`config.mk`:
```
export PLATFORM = sky130hd
export DESIGN_NAME = multiplexed_column_sched
export DESIGN_NICKNAME = d
export VERILOG_FILES = /design/src/rtl/multiplexed_column_pkg.sv /design/src/rtl/spike_time_bank.sv /design/src/rtl/multiplexed_column_sched.sv
export SDC_FILE = /design/constraint.sdc
export NUM_CORES = 1
export LEC_CHECK = 0
export BUFFER_PORTS_ARGS = -buffer_cell sky130_fd_sc_hd__buf_2
export CORE_ASPECT_RATIO = 0.6
export CORE_UTILIZATION = 61
export DETAILED_ROUTE_END_ITERATION = 10
export PLACE_DENSITY = 0.78
export SLEW_MARGIN = 20
export SYNTH_ARGS = -nofsm -noshare
export SYNTH_HDL_FRONTEND = slang
export SYNTH_HIERARCHICAL = 1
export SYNTH_SLANG_ARGS = --single-unit
```
`constraint.sdc`:
```
create_clock -name clk -period 6.2 [get_ports clk]
set_input_delay 0.93 -clock clk [delete_from_list [all_inputs] [get_ports clk]]
set_output_delay 0.93 -clock clk [all_outputs]
set_load 0.02 [all_outputs]
```
`src/rtl/multiplexed_column_pkg.sv`:
```
// Shared configuration, types and FSM states for the multiplexed TNN column scheduler.
package multiplexed_column_pkg;

    localparam int P      = 64;
    localparam int Q      = 2;
    localparam int N_NET  = 2;
    localparam int T_SLOT = 8;
    localparam int TW     = $clog2(T_SLOT);
    localparam int F      = N_NET * T_SLOT;
    localparam int NID_W  = $clog2(N_NET);
    localparam int FC_W   = $clog2(F);

    typedef logic [TW-1:0] spike_time_t;

    typedef enum logic [1:0] {
        IDLE,
        RUN,
        HOLD
    } sched_state_e;

endpackage

```
`src/rtl/spike_time_bank.sv`:
```
// Ping-pong first-spike recorder for N_NET x P input lines plus the replay time comparator.
module spike_time_bank
    import multiplexed_column_pkg::*;
(
    input  logic                    clk,
    input  logic                    srst,
    input  logic                    swap,
    input  logic                    rec_en,
    input  logic [N_NET-1:0][P-1:0] data_in,
    input  spike_time_t             rec_time,
    input  logic [NID_W-1:0]        rep_net,
    input  spike_time_t             rep_t,
    output logic [P-1:0]            rep_hit
);

    // bank_sel_reg is the bank being recorded; the other one is replayed
    logic                               bank_sel_reg;
    logic                               rep_bank;
    logic [1:0][N_NET-1:0][P-1:0]       valid_reg;
    spike_time_t                        time_reg [2][N_NET][P];

    assign rep_bank = ~bank_sel_reg;

    always_ff @(posedge clk) begin
        if (srst) begin
            bank_sel_reg <= 1'b0;
            valid_reg    <= '0;
        end else if (swap) begin
            bank_sel_reg        <= rep_bank;
            valid_reg[rep_bank] <= '0;
        end else if (rec_en) begin
            for (int n = 0; n < N_NET; n++) begin
                for (int i = 0; i < P; i++) begin
                    if (data_in[n][i] && !valid_reg[bank_sel_reg][n][i]) begin
                        valid_reg[bank_sel_reg][n][i] <= 1'b1;
                        time_reg[bank_sel_reg][n][i]  <= rec_time;
                    end
                end
            end
        end
    end

    generate
        for (genvar gi = 0; gi < P; gi++) begin : g_replay
            assign rep_hit[gi] = valid_reg[rep_bank][rep_net][gi]
                              && (time_reg[rep_bank][rep_net][gi] == rep_t);
        end
    endgenerate

endmodule

```
`src/rtl/multiplexed_column_sched.sv`:
```
// Time-multiplexes N_NET spike networks onto one TNN column: record in frame f, replay and
// capture per slot in frame f+1, then publish per-network first-spike results.
module multiplexed_column_sched
    import multiplexed_column_pkg::*;
(
    input  logic                            clk,
    input  logic                            rst,
    input  logic                            grst,
    input  logic [N_NET-1:0][P-1:0]         data_in,
    input  logic [Q-1:0]                    col_out,
    output logic [P-1:0]                    col_in,
    output logic                            col_grst,
    output logic [NID_W-1:0]                col_net_id,
    output logic [N_NET-1:0][Q-1:0][TW-1:0] out_time,
    output logic [N_NET-1:0][Q-1:0]         out_valid,
    output logic                            result_valid,
    output logic                            frame_short
);

    localparam logic [FC_W-1:0] FC_LAST = FC_W'(F - 1);

    sched_state_e     state_reg, state_next;
    logic [FC_W-1:0]  fc_reg, fc_next;
    logic             short_next;
    logic             run, rec_en;
    logic [NID_W-1:0] slot_k;
    spike_time_t      slot_t, rec_time;
    logic [P-1:0]     rep_hit;

    logic [P-1:0]     col_in_reg;
    logic             col_grst_reg;
    logic [NID_W-1:0] col_net_id_reg;
    logic             frame_short_reg, result_valid_reg;

    logic             cap_run_reg, cap_grst_reg;
    logic [FC_W-1:0]  cap_fc_reg;
    logic [NID_W-1:0] cap_k;
    spike_time_t      cap_t;
    logic             frame_done, frame_trunc;
    logic [N_NET-1:0] slot_done;

    logic [N_NET-1:0][Q-1:0][TW-1:0] scr_time_reg, cap_time, res_time, out_time_reg;
    logic [N_NET-1:0][Q-1:0]         scr_valid_reg, cap_valid, res_valid, out_valid_reg;

    assign run      = (state_reg == RUN);
    assign rec_en   = run && !grst;
    assign slot_k   = fc_reg[FC_W-1:TW];
    assign slot_t   = fc_reg[TW-1:0];
    assign rec_time = fc_reg[FC_W-1:NID_W];

    always_comb begin
        state_next = state_reg;
        fc_next    = fc_reg;
        short_next = 1'b0;
        if (grst) begin
            state_next = RUN;
            fc_next    = '0;
            short_next = run && (fc_reg != FC_LAST);
        end else if (run) begin
            if (fc_reg == FC_LAST) begin
                state_next = HOLD;
            end else begin
                fc_next = fc_reg + 1'b1;
            end
        end
    end

    always_ff @(posedge clk) begin
        if (rst) begin
            state_reg <= IDLE;
            fc_reg    <= '0;
        end else begin
            state_reg <= state_next;
            fc_reg    <= fc_next;
        end
    end

    spike_time_bank u_bank (
        .clk      (clk),
        .srst     (rst),
        .swap     (grst),
        .rec_en   (rec_en),
        .data_in  (data_in),
        .rec_time (rec_time),
        .rep_net  (slot_k),
        .rep_t    (slot_t),
        .rep_hit  (rep_hit)
    );

    // The cap_* registers delay fc by one cycle so capture lines up with the registered col_* outputs
    assign cap_k       = cap_fc_reg[FC_W-1:TW];
    assign cap_t       = cap_fc_reg[TW-1:0];
    assign frame_done  = cap_run_reg && (cap_fc_reg == FC_LAST);
    assign frame_trunc = cap_run_reg && cap_grst_reg && !frame_done;

    always_comb begin
        cap_time  = scr_time_reg;
        cap_valid = scr_valid_reg;
        if (cap_run_reg) begin
            for (int q = 0; q < Q; q++) begin
                if (col_out[q] && !scr_valid_reg[cap_k][q]) begin
                    cap_valid[cap_k][q] = 1'b1;
                    cap_time[cap_k][q]  = cap_t;
                end
            end
        end
    end

    // On truncation the slot in progress is incomplete, so only earlier slots are published
    generate
        for (genvar gi = 0; gi < N_NET; gi++) begin : g_result
            assign slot_done[gi] = frame_done || (NID_W'(gi) < cap_k);
            assign res_valid[gi] = slot_done[gi] ? cap_valid[gi] : '0;
            assign res_time[gi]  = slot_done[gi] ? cap_time[gi]  : '0;
        end
    endgenerate

    always_ff @(posedge clk) begin
        if (rst) begin
            col_in_reg       <= '0;
            col_grst_reg     <= 1'b0;
            col_net_id_reg   <= '0;
            cap_run_reg      <= 1'b0;
            cap_grst_reg     <= 1'b0;
            cap_fc_reg       <= '0;
            frame_short_reg  <= 1'b0;
            result_valid_reg <= 1'b0;
            out_valid_reg    <= '0;
            out_time_reg     <= '0;
            scr_valid_reg    <= '0;
            scr_time_reg     <= '0;
        end else begin
            col_in_reg       <= run ? rep_hit : '0;
            col_grst_reg     <= run && (slot_t == '0);
            col_net_id_reg   <= run ? slot_k : '0;
            cap_run_reg      <= run;
            cap_grst_reg     <= grst;
            cap_fc_reg       <= fc_reg;
            frame_short_reg  <= short_next;
            result_valid_reg <= frame_done || frame_trunc;
            if (frame_done || frame_trunc) begin
                out_valid_reg <= res_valid;
                out_time_reg  <= res_time;
            end
            if (cap_grst_reg || frame_done) begin
                scr_valid_reg <= '0;
                scr_time_reg  <= '0;
            end else begin
                scr_valid_reg <= cap_valid;
                scr_time_reg  <= cap_time;
            end
        end
    end

    assign col_in       = col_in_reg;
    assign col_grst     = col_grst_reg;
    assign col_net_id   = col_net_id_reg;
    assign out_time     = out_time_reg;
    assign out_valid    = out_valid_reg;
    assign result_valid = result_valid_reg;
    assign frame_short  = frame_short_reg;

endmodule

```
==> metrics <==
Final Hold Viols=0; HPWL after DPL=between 50000 and 60000 microns; Worst Setup Start Kind=register; Starting Density=a little over 60%; TritonRoute pass-1 iters=5; Post-Syn Area=46300 sq um; Synth area leader=edfxtp_1; Crit. End Element=register; # nets final=3287; RR Startpoint=u_bank/bank_sel_reg; sequential fraction of the synthesis area=around 66%; WP data required=slightly below 7 ns; CP Launch Point=u_bank/bank_sel_reg; CTS tree=done; maximum fanout along the worst path=between 40 and 50; reg2reg path depth=6; Worst Hold Class=reg2reg; H-tree levels=3; TritonCTS Buffers=100; Main synth FF type=edfxtp_1; Resize count post-CTS=0; PD cells=about 300 nW/um^2; Core Area=approximately 74000 sq um; drt initial violations=2399; final setup violation count=0; Leak=17.9 nW; max-cap violation count=0; top post-synthesis cells by count=edfxtp_1, dfxtp_1, xnor2_1; status=finished clean; Max rail drop VDD=between 0.2 and 0.25 mV; top-count cell post-synth=edfxtp_1; unrepaired setup endpoints after global routing=false; Hold Crit Start=out_time[1]; die width=358 microns; Worst R2R Setup Slack=2.55 ns; Vias=26000; non-filler cells, final=approximately 4200; synth top area cells=edfxtp_1, dfxtp_1, mux4_2; remaining antenna violation count=0; Combinational Power Share=around 3.7%; kind of critical path=reg2reg; period utilization=between 50% and 60%; fraction of power spent switching nets=20.7%; CTS Hold Bufs=0; WHS=approximately 0.48 ns; final setup TNS=0 ns; pin count of the biggest net entering global routing=around 180; post-synthesis cell type count=42; max frequency=274 MHz; Yosys reg bits=1137; Fillers=~5000; antenna violations before repair=19; number of global-route vias before repair=between 20000 and 30000; DIE AREA=approximately 77000 sq um; Clock Path Buffers=3; Gate Count Post-Synth=roughly 3000; worst-skew pair later-pin latency=about 0.67 ns; Root Buffer Master=clkbuf_16; GRT overflow=0; Avg WL per Cell=~23 microns; final WL=approximately 99000 microns; number of remaining DRC errors=0; sw power=approximately 3.1 mW; Clock Pin Slew Worst Setup and Hold Paths=~0.06 ns; P&R area growth vs syn=11.2%; WHS Path Cells=2; Via density=between 6 and 7; Rel. slew slack=22.8%; Mapped Nets=about 3100; Post-Syn Area per Cell=around 15 sq um; Setup Fix Bufs, Post-CTS=0; crit path DAT=4.21 ns; layout cells sized above 1=a little under a quarter; sequential power share=about 53%; skew final=just under 0.02 ns; first-pass GRT wire length=approximately 150000 microns; GP Congestion=just over 0.8; placed insts=a little over 4000; share of flip-flops with an asynchronous set or reset=0%; fraction of synthesized cell area taken by the top area cell type=between 40% and 50%; WHS Endpoint=out_time[1]; power consumption=between 15 and 20 mW; CTS Sinks=1137; Die H=approximately 220 microns; EDFF count, synth=768; FP Rows=77; worst-margin pin slew=1.15 ns; GRT Util Overall=roughly 26%; Worst R2R End=col_in[23]; max reg flops=about 770; min cycle time layout=between 3 and 4 ns; Slew Limit Fails=0; Clk pwr share=between 40% and 50%; Internal=about 12 mW; Synth Warn #=6; Final Core Density=between 60% and 70%; Port Buf Inserts=between 200 and 250; boundary pin count=about 220
## area by class of cell
type | count | area (sq um) | share of cell area, %
Sequential cell | 1137 | 30500 | 59.2
Multi-Input combinational cell | 1659 | 14800 | 28.8
Clock buffer | 128 | 2850 | 5.53
Timing Repair Buffer | 243 | 1410 | 2.74
Tap cell | 987 | 1230 | 2.40
Clock inverter | 60 | 633 | 1.23
Inverter | 11 | 43.8 | 0.0851
Antenna cell | 9 | 22.5 | 0.0438
## power by group through the flow
stage | Combinational [mW] | Clock, mW | Sequential, mW
floorplan | 0.409 | 0 | 8.25
finish | 0.568 | 6.52 | 8.11
detailed placement | 0.566 | 0 | 8.27
global placement | 0.552 | 0 | 8.27
global route | 0.608 | 6.90 | 8.11
CTS | 0.571 | 6.62 | 8.11
## how the worst max path moves through the flow
| stage | endpoint | slack (ns) | depth (start not counted) |
|---|---|---|---|
| after detailed placement | col_in[33] | 2.51 | 6 |
| after global routing | col_in[23] | 2.25 | 6 |
| after CTS | col_in[23] | 2.44 | 6 |
| after global placement | col_in[35] | 2.58 | 6 |
| final | col_in[23] | 2.55 | 6 |
| after floorplan | col_in[38] | 0.86 | 7 |
## worst max-delay path, cell delays in order, from the launching register on
cell     delay [ns]
dfxtp_4        0.75
buf_4          0.74
buf_4          0.87
mux4_2         0.63
xnor2_1        0.15
and3_1         0.18
and2_1         0.13
## logic make-up after synthesis
kind of cell	after synthesis	synth area share (%)
multiplexers	396	12.2
flip-flops	1137	65.8
AO/OA/AOI/OAI	365	5.28
adder cells (fa/ha/maj)	2	0.0541
buffers and inverters	199	2.31
XOR/XNOR	257	4.86
AND/OR/NAND/NOR	639	9.50
## placed cells by master (no fill, tap or decap), drive strengths merged, types with 2 or more instances in the layout
cell type / instances
inv: 15
nand4: 8
nor2b: 4
nor3b: 256
bufinv: 12
diode: 9
dfxtp: 369
edfxtp: 768
nand2: 65
nand4b: 5
o32ai: 70
nand3: 4
a21oi: 147
or3: 3
nor3: 3
buf: 243
a21o: 129
xnor2: 257
clkinv: 35
nand2b: 2
nor2: 153
mux2i: 204
mux4: 128
a31oi: 2
and3: 66
mux2: 64
o21ai: 13
clkbuf: 128
clkinvlp: 9
and2: 65
ha: 2
and4bb: 2
## routing by layer
metal / global-route usage (%) / wire (microns) / vias up
met5: 0 / 117 / -
met2: 41.2 / 47900 / 929
li1: - / - / 11700
met1: 35.9 / 42100 / 13200
met4: 7.66 / 2340 / 20
met3: 5.26 / 6640 / 185
## metrics by stage
| stage | instance area [sq um] | worst slack, ns |
|---|---|---|
| after global routing | 51500 | 2.25 |
| after detailed placement | 48000 | 2.51 |
| after CTS | 51400 | 2.44 |
| after floorplan | 46300 | 0.857 |
| final | 51500 | 2.55 |
| after global placement | 48000 | 2.58 |
Power figures use the tool's default switching activity.
